File: src/rtl/spi_sram_pkg.sv
`default_nettype none
// ============================================================================
// Module      : spi_sram_pkg
// Description : Shared types and defaults for the SPI serial-SRAM frame logic.
// Revision    : 1.0 - initial release
// ============================================================================
package spi_sram_pkg;

    localparam int          c_DEF_ADDR_W   = 4;
    localparam int          c_DEF_DATA_W   = 8;
    localparam logic [7:0]  c_DEF_OP_WRITE = 8'h02;
    localparam logic [7:0]  c_DEF_OP_READ  = 8'h03;

    typedef enum logic [2:0] {
        ST_IDLE  = 3'd0,
        ST_CMD   = 3'd1,
        ST_ADDR  = 3'd2,
        ST_WDATA = 3'd3,
        ST_TURN  = 3'd4,
        ST_RDATA = 3'd5,
        ST_HOLD  = 3'd6
    } state_t;

    function automatic int cnt_width(input int aw, input int dw);
        int m;
        m = 8;
        if (aw > m) m = aw;
        if (dw > m) m = dw;
        return $clog2(m) + 1;
    endfunction

endpackage
`default_nettype wire

File: src/rtl/spi_bit_counter.sv
`default_nettype none
// ============================================================================
// Module      : spi_bit_counter
// Description : Loadable down-counter with a zero flag for SPI bit tracking.
// Revision    : 1.0 - initial release
// ============================================================================
module spi_bit_counter #(
    parameter int WIDTH = 4
) (
    input  logic             clk,
    input  logic             rstn,
    input  logic             i_load,
    input  logic [WIDTH-1:0] i_load_val,
    input  logic             i_dec,
    output logic             o_zero
);

    logic [WIDTH-1:0] r_count;

    always_ff @(posedge clk) begin
        if (!rstn) begin
            r_count <= '0;
        end else if (i_load) begin
            r_count <= i_load_val;
        end else if (i_dec) begin
            r_count <= r_count - 1'b1;
        end
    end

    assign o_zero = (r_count == '0);

endmodule
`default_nettype wire

File: src/rtl/spi_sram_frame.sv
`default_nettype none
// ============================================================================
// Module      : spi_sram_frame
// Description : SPI-slave frame sequencer driving a serial SRAM (opcode,
//               address, write/read data). Define SPI_SRAM_BURST_EN for
//               auto-incrementing multi-byte bursts.
// Revision    : 1.0 - initial release
// ============================================================================
module spi_sram_frame
    import spi_sram_pkg::*;
#(
    parameter int         ADDR_W   = c_DEF_ADDR_W,
    parameter int         DATA_W   = c_DEF_DATA_W,
    parameter logic [7:0] OP_WRITE = c_DEF_OP_WRITE,
    parameter logic [7:0] OP_READ  = c_DEF_OP_READ
) (
    input  logic              sck,
    input  logic              rstn,
    input  logic              ss_n,
    input  logic              mosi,
    output logic              miso,
    output logic [ADDR_W-1:0] sram_addr,
    output logic [DATA_W-1:0] sram_wdata,
    output logic              sram_we,
    output logic              sram_re,
    input  logic [DATA_W-1:0] sram_rdata,
    output logic              busy
);

    localparam int c_CNT_W = cnt_width(ADDR_W, DATA_W);

`ifdef SPI_SRAM_BURST_EN
    localparam bit c_BURST = 1'b1;
`else
    localparam bit c_BURST = 1'b0;
`endif

    state_t              r_state;
    logic [7:0]          r_op;
    logic [DATA_W-1:0]   r_tx;
    logic                r_miso;
    logic [ADDR_W-1:0]   r_addr;
    logic [DATA_W-1:0]   r_wdata;
    logic                r_we;
    logic                r_re;

    logic                w_load;
    logic                w_dec;
    logic [c_CNT_W-1:0]  w_load_val;
    logic                w_zero;
    logic [7:0]          w_op_next;

    assign w_op_next = {r_op[6:0], mosi};

    // Counter reloads on every state entry; the zero flag marks the last bit.
    always_comb begin
        w_load     = 1'b0;
        w_dec      = 1'b0;
        w_load_val = '0;
        if (!ss_n) begin
            case (r_state)
                ST_IDLE: begin
                    w_load     = 1'b1;
                    w_load_val = c_CNT_W'(6);
                end
                ST_CMD: begin
                    if (w_zero) begin
                        w_load     = 1'b1;
                        w_load_val = c_CNT_W'(ADDR_W - 1);
                    end else begin
                        w_dec = 1'b1;
                    end
                end
                ST_ADDR, ST_WDATA: begin
                    if (w_zero) begin
                        w_load     = 1'b1;
                        w_load_val = c_CNT_W'(DATA_W - 1);
                    end else begin
                        w_dec = 1'b1;
                    end
                end
                ST_TURN: begin
                    w_load     = 1'b1;
                    w_load_val = c_CNT_W'(DATA_W - 2);
                end
                ST_RDATA: begin
                    w_dec = ~w_zero;
                end
                default: begin
                    w_dec = 1'b0;
                end
            endcase
        end
    end

    spi_bit_counter #(
        .WIDTH (c_CNT_W)
    ) u_bit_counter (
        .clk        (sck),
        .rstn       (rstn),
        .i_load     (w_load),
        .i_load_val (w_load_val),
        .i_dec      (w_dec),
        .o_zero     (w_zero)
    );

    always_ff @(posedge sck) begin
        if (!rstn) begin
            r_state <= ST_IDLE;
            r_op    <= '0;
            r_tx    <= '0;
            r_miso  <= 1'b0;
            r_addr  <= '0;
            r_wdata <= '0;
            r_we    <= 1'b0;
            r_re    <= 1'b0;
        end else if (ss_n) begin
            r_state <= ST_IDLE;
            r_we    <= 1'b0;
            r_re    <= 1'b0;
            r_miso  <= 1'b0;
        end else begin
            r_we <= 1'b0;
            r_re <= 1'b0;
            case (r_state)
                ST_IDLE: begin
                    r_op    <= {7'b0, mosi};
                    r_state <= ST_CMD;
                end
                ST_CMD: begin
                    r_op <= w_op_next;
                    if (w_zero) begin
                        if (w_op_next == OP_WRITE || w_op_next == OP_READ) begin
                            r_state <= ST_ADDR;
                        end else begin
                            r_state <= ST_HOLD;
                        end
                    end
                end
                ST_ADDR: begin
                    r_addr <= (r_addr << 1) | ADDR_W'(mosi);
                    if (w_zero) begin
                        if (r_op == OP_WRITE) begin
                            r_state <= ST_WDATA;
                        end else begin
                            r_re    <= 1'b1;
                            r_state <= ST_TURN;
                        end
                    end
                end
                ST_WDATA: begin
                    // Burst: bump the address only after the strobe cycle has passed.
                    if (r_we) begin
                        r_addr <= r_addr + 1'b1;
                    end
                    r_wdata <= (r_wdata << 1) | DATA_W'(mosi);
                    if (w_zero) begin
                        r_we    <= 1'b1;
                        r_state <= c_BURST ? ST_WDATA : ST_HOLD;
                    end
                end
                ST_TURN: begin
                    r_tx    <= sram_rdata;
                    r_miso  <= sram_rdata[DATA_W-1];
                    r_state <= ST_RDATA;
                end
                ST_RDATA: begin
                    r_tx   <= r_tx << 1;
                    r_miso <= r_tx[DATA_W-2];
                    if (w_zero) begin
                        if (c_BURST) begin
                            r_addr  <= r_addr + 1'b1;
                            r_re    <= 1'b1;
                            r_state <= ST_TURN;
                        end else begin
                            r_state <= ST_HOLD;
                        end
                    end
                end
                ST_HOLD: begin
                    r_miso <= 1'b0;
                end
                default: begin
                    r_state <= ST_IDLE;
                end
            endcase
        end
    end

    assign miso       = r_miso;
    assign sram_addr  = r_addr;
    assign sram_wdata = r_wdata;
    assign sram_we    = r_we;
    assign sram_re    = r_re;
    assign busy       = (r_state != ST_IDLE);

endmodule
`default_nettype wire

File: config.mk
export PLATFORM = sky130hd
export DESIGN_NAME = spi_sram_frame
export DESIGN_NICKNAME = d
export VERILOG_FILES = /design/src/rtl/spi_sram_pkg.sv /design/src/rtl/spi_bit_counter.sv /design/src/rtl/spi_sram_frame.sv
export SDC_FILE = /design/constraint.sdc
export NUM_CORES = 1
export LEC_CHECK = 0
export CAP_MARGIN = 20
export CORE_MARGIN = 1.5
export CORE_UTILIZATION = 45
export DETAILED_ROUTE_END_ITERATION = 10
export GPL_ROUTABILITY_DRIVEN = 0
export PLACE_DENSITY = 0.7
export SYNTH_ARGS = -nofsm -noshare
export SYNTH_HDL_FRONTEND = slang
export SYNTH_SLANG_ARGS = --single-unit
File: constraint.sdc
create_clock -name sck -period 4.4 [get_ports sck]
set_input_delay 0.66 -clock sck [delete_from_list [all_inputs] [get_ports sck]]
set_output_delay 0.66 -clock sck [all_outputs]
set_load 0.05 [all_outputs]
# == Word-level counts from Yosys, hierarchy flattened ==
# Cells that the tools add are included.
# totals
register_bits,37
in_bits,12
output_inout_bits,16
# classes
addsub,2
eq_ne,13
mux,24
bitwise_logic,8
reduce_logical,21
# op_table
cell,n
"== test 8 x 2 -> 1 bit, second input constant",3
two-way mux 3 bit,6
one-hot mux 3 bit (6 select lines),1
two-way mux 4 bit,4
one-hot mux 8 bit (2 select lines),1
one-hot mux 7 bit (2 select lines),1
"== test 3 bit, second input constant",3
one-hot mux 3 bit (3 select lines),1
bitwise OR 8 x 1 -> 8 bit,1
one-hot mux 4 bit (2 select lines),1
nonzero test 2 bit,4
OR reduction 2 bit,4
"== test 3 x 2 -> 1 bit, second input constant",2
"inequality test 2 bit, second input constant",3
inverter 1 bit,6
AND reduction 2 bit,3
nonzero test 3 bit,2
OR reduction 3 bit,2
two-way mux 1 bit,5
"adder 4 x 1 -> 4 bit, second input constant",1
zero test 4 bit,1
bitwise OR 4 x 1 -> 4 bit,1
one-hot mux 1 bit (2 select lines),2
AND reduction 4 bit,1
9 further kinds,9

# == Depth between registers and ports, before layout ==
# depth
ltp_word,6
depth_mapped,6

# == Cells and area by module ==
# Synthesis repeated with hierarchy kept, for this count alone.
# hier_totals
cells_unflattened,210
area_unflattened_um2,1810.5
# by_module_without_submodules
mod,instances,cells_per_inst,area_per_inst_um2,seq_area_each_um2
spi_sram_frame,1,185,1587.8,660.6
spi_bit_counter,1,25,222.7,80.1

# == Worst setup path before layout ==
# No wires, ideal clock.
# synth_path
path_type,register to output
from,register r_state[1]
to,output busy
arrival_time_ns,1.250
slack_ns,2.490
path_stages_with_launch,4
n_path_buf,2
cell_sequence,dfxtp_1 > buf_6 > clkbuf_1 > or3_1
# synth_between
elab_chain_cells,1
# synth_rtl
element,line_no,source
"start, declared",spi_sram_frame.sv:38,state_t r_state;
"start signal, assigned",spi_sram_frame.sv:159,r_state <= c_BURST ? ST_WDATA : ST_HOLD;
nonzero test 3 bit,spi_sram_frame.sv:195,assign busy = (r_state != ST_IDLE);
"end, declared",spi_sram_frame.sv:27,output logic busy
# No other way between the ends.

# == Worst setup path in the final report ==
# Same ends and word-level chain as after synthesis.

==> metrics.txt <==
result of the run complete, no violations; total vias in the final route 1566; initial core utilization 0.4657; unrepaired setup endpoints after global routing no; WL final 3710 um; initial detailed-routing violation count 76; mean post-synth cell area 8.747 um^2; total gr overflow 0; max-cap check violation count 0; largest net degree at the start of global routing 33; post-placement cell count 278; fraction of registers with async set or reset after synthesis 0; Hold/Removal Path Class reg2reg; largest area contributor in the synthesized netlist sky130_fd_sc_hd__dfxtp_1; Area growth, synth to finish 20.95%; number of enable-type register cells in the synthesized netlist 0; maximum clock path buffer count 2; count of warnings emitted by yosys 0; Clock Tree Root sky130_fd_sc_hd__clkbuf_8; Initial DRT Pass Iterations 4; area share of the largest cell type after synthesis 0.3976; Clock Pin Slew Worst Setup and Hold Paths 0.07 ns; sequential fraction of the synthesis area 0.3976; Mapped Area 1863 um^2; Die Span Y 67.35 um; CTS tree built; number of antenna violations at the first check in global routing 0; Critical Path AT 2.14 ns; total routing resource utilization after global routing 0.1906; Worst Setup Start Kind flop; worst-skew pair later-pin latency 0.29 ns; number of setup buffers added after CTS 0; first-pass GRT wire length 6603 um; placed wire-length estimate 2492 um; CTS Buf Count 5; area of the core region 4000 um^2; final clock period utilization by the worst path 0.6354; final antenna-violating net count 0; number of max-slew violations in the final report 0; most common cell in the netlist sky130_fd_sc_hd__nand2_1; Worst Setup End Kind output port; FMAX 0.3577 GHz; Worst Max-Slew Pin Slew 0.7632 ns; floorplan die width 67.35 um; number of instances in the synthesized netlist 213; Net Count, Synth 227; post-layout instance count excluding filler cells 286; detailed-route wire length per cell 12.97 um; minimum clock period after layout 2.796 ns; top-level port count 28; power density cells 324.0 nW/um^2; worst vdd ir 0.1905 mV; Vias/cell 5.476; WS Path Type reg2out; proportion of layout cells with a drive suffix above 1 0.09322; H-tree depth 2; number of library cell types mapped by synthesis 44; leakage power of the design 0.9016 nW; leading cell types by total area after synthesis sky130_fd_sc_hd__dfxtp_1 40%, sky130_fd_sc_hd__nand2_1 7.9%, sky130_fd_sc_hd__a21boi_0 7.7%; CTS-repair resized insts 0; relative max-transition margin 0.4905; num rows 23; # diodes 0; Setup Total Neg Slack 0 ns; required time of the critical path 3.74 ns; number of synthesized register bits 37; floorplan die area 4535 um^2; count of buffers inserted at the top-level ports 27; most frequently used flop master after synthesis sky130_fd_sc_hd__dfxtp_1; via count of the first global-routing pass 1466; cts hold-fix bufs 0; maximum fanout encountered on the critical timing path 21; top cells by count, synth 39 x sky130_fd_sc_hd__nand2_1, 37 x sky130_fd_sc_hd__dfxtp_1, 19 x sky130_fd_sc_hd__a21boi_0; number of sinks handled by clock tree synthesis 37; hold violation total from the final report 0; # nets final 249; DRC errors left 0; clock tree skew after final layout 0.004746 ns; final setup vio count 0
[report_power, final]
part | leakage, nW | switching, mW | internal (mW) | total, mW
Combinational | 0.548 | 0.0443 | 0.0370 | 0.0814
Sequential | 0.299 | 0.00858 | 0.341 | 0.349
Clock | 0.0543 | 0.130 | 0.170 | 0.299
[final cells by class]
class / count / area, um^2
clock buffers: 5 / 68.82
clock inverters: 3 / 46.29
fillers: 417 / 1747
inverters: 6 / 22.52
multi-input cells: 156 / 1027
flip-flops and latches: 37 / 740.7
well taps: 50 / 62.56
repair buffers: 29 / 285.3
[logic make-up (layout without fill, tap and decap cells)]
kind of cell    count (synthesis)  count (layout)  synth area share
mux                             9               9           0.04836
simple gates                   89              89            0.2660
buf+inv                        20              43           0.05104
compound gates                 56              56            0.2236
flops                          37              37            0.3976
fa+ha+maj                       2               2           0.01343
[layer usage]
layer | track usage | part of all wire | vias up | routed length [um]
li1 | - | - | 797 | -
met1 | 0.2322 | 0.49 | 735 | 1834
met2 | 0.3181 | 0.46 | 29 | 1697
met3 | 0.06167 | 0.036 | 5 | 135
met4 | 0.06122 | 0.011 | 0 | 42
met5 | 0 | 0 | - | 0
[critical path, cell delays in order (launching register included)]
cell	delay, ns
sky130_fd_sc_hd__dfxtp_1	0.82
sky130_fd_sc_hd__or3_1	0.22
sky130_fd_sc_hd__clkdlybuf4s50_1	0.80
[state kept, by name (all words and copies together) (netlist names)]
signal	cells
r_op	8
sram_we	1
u_bit_counter.r_count	4
miso	1
sram_addr	4
sram_wdata	8
r_state	3
sram_re	1
r_tx	7
[cells in the final DEF (no fill, tap or decap), types with 2 or more instances in the layout]
cell type and n:
sky130_fd_sc_hd__o22ai_1 2, sky130_fd_sc_hd__nor4_1 2, sky130_fd_sc_hd__dfxtp_1 37, sky130_fd_sc_hd__a31oi_1 3, sky130_fd_sc_hd__clkdlybuf4s50_1 27, sky130_fd_sc_hd__ha_1 2, sky130_fd_sc_hd__nand2_1 39, sky130_fd_sc_hd__clkbuf_8 5
sky130_fd_sc_hd__nand3_1 12, sky130_fd_sc_hd__mux2i_1 9, sky130_fd_sc_hd__o21ai_0 7, sky130_fd_sc_hd__nor2_1 10, sky130_fd_sc_hd__a21oi_1 6, sky130_fd_sc_hd__a21boi_0 19, sky130_fd_sc_hd__nor3_2 2, sky130_fd_sc_hd__o211a_1 6
sky130_fd_sc_hd__nor2b_1 2, sky130_fd_sc_hd__or3_1 3, sky130_fd_sc_hd__nor4b_2 2, sky130_fd_sc_hd__inv_1 6, sky130_fd_sc_hd__a211oi_1 2, sky130_fd_sc_hd__and3_1 2, sky130_fd_sc_hd__a21boi_1 4, sky130_fd_sc_hd__nand2b_1 2
sky130_fd_sc_hd__buf_4 2, sky130_fd_sc_hd__nor3_1 3
[final timing paths]
kind	from	to	slack, ns	cells past startpoint
max	r_state[1]$_SDFFE_PP0P_	busy	1.60	2
min	r_op[7]$_SDFFE_PN0P_	r_op[7]$_SDFFE_PN0P_	0.46	2
max reg2reg	r_state[1]$_SDFFE_PP0P_	sram_wdata[2]$_SDFFE_PN0P_	2.57	4
min reg2reg	r_op[7]$_SDFFE_PN0P_	r_op[7]$_SDFFE_PN0P_	0.46	2
[through the flow]
step	area, um^2	power (mW)	util	hold WS (ns)	setup slack (ns)
after floorplan	1863	0.4149	-	0.4307	2.490
after global placement	2138	0.4380	0.5346	0.4485	1.886
after detailed placement	2138	0.4392	0.5346	0.4522	1.816
after CTS	2253	0.7402	0.5633	0.4614	1.587
after global routing	2253	0.7626	0.5633	0.5056	1.465
final	2253	0.7302	0.5633	0.4570	1.604
(Power assumes the default switching activity.)
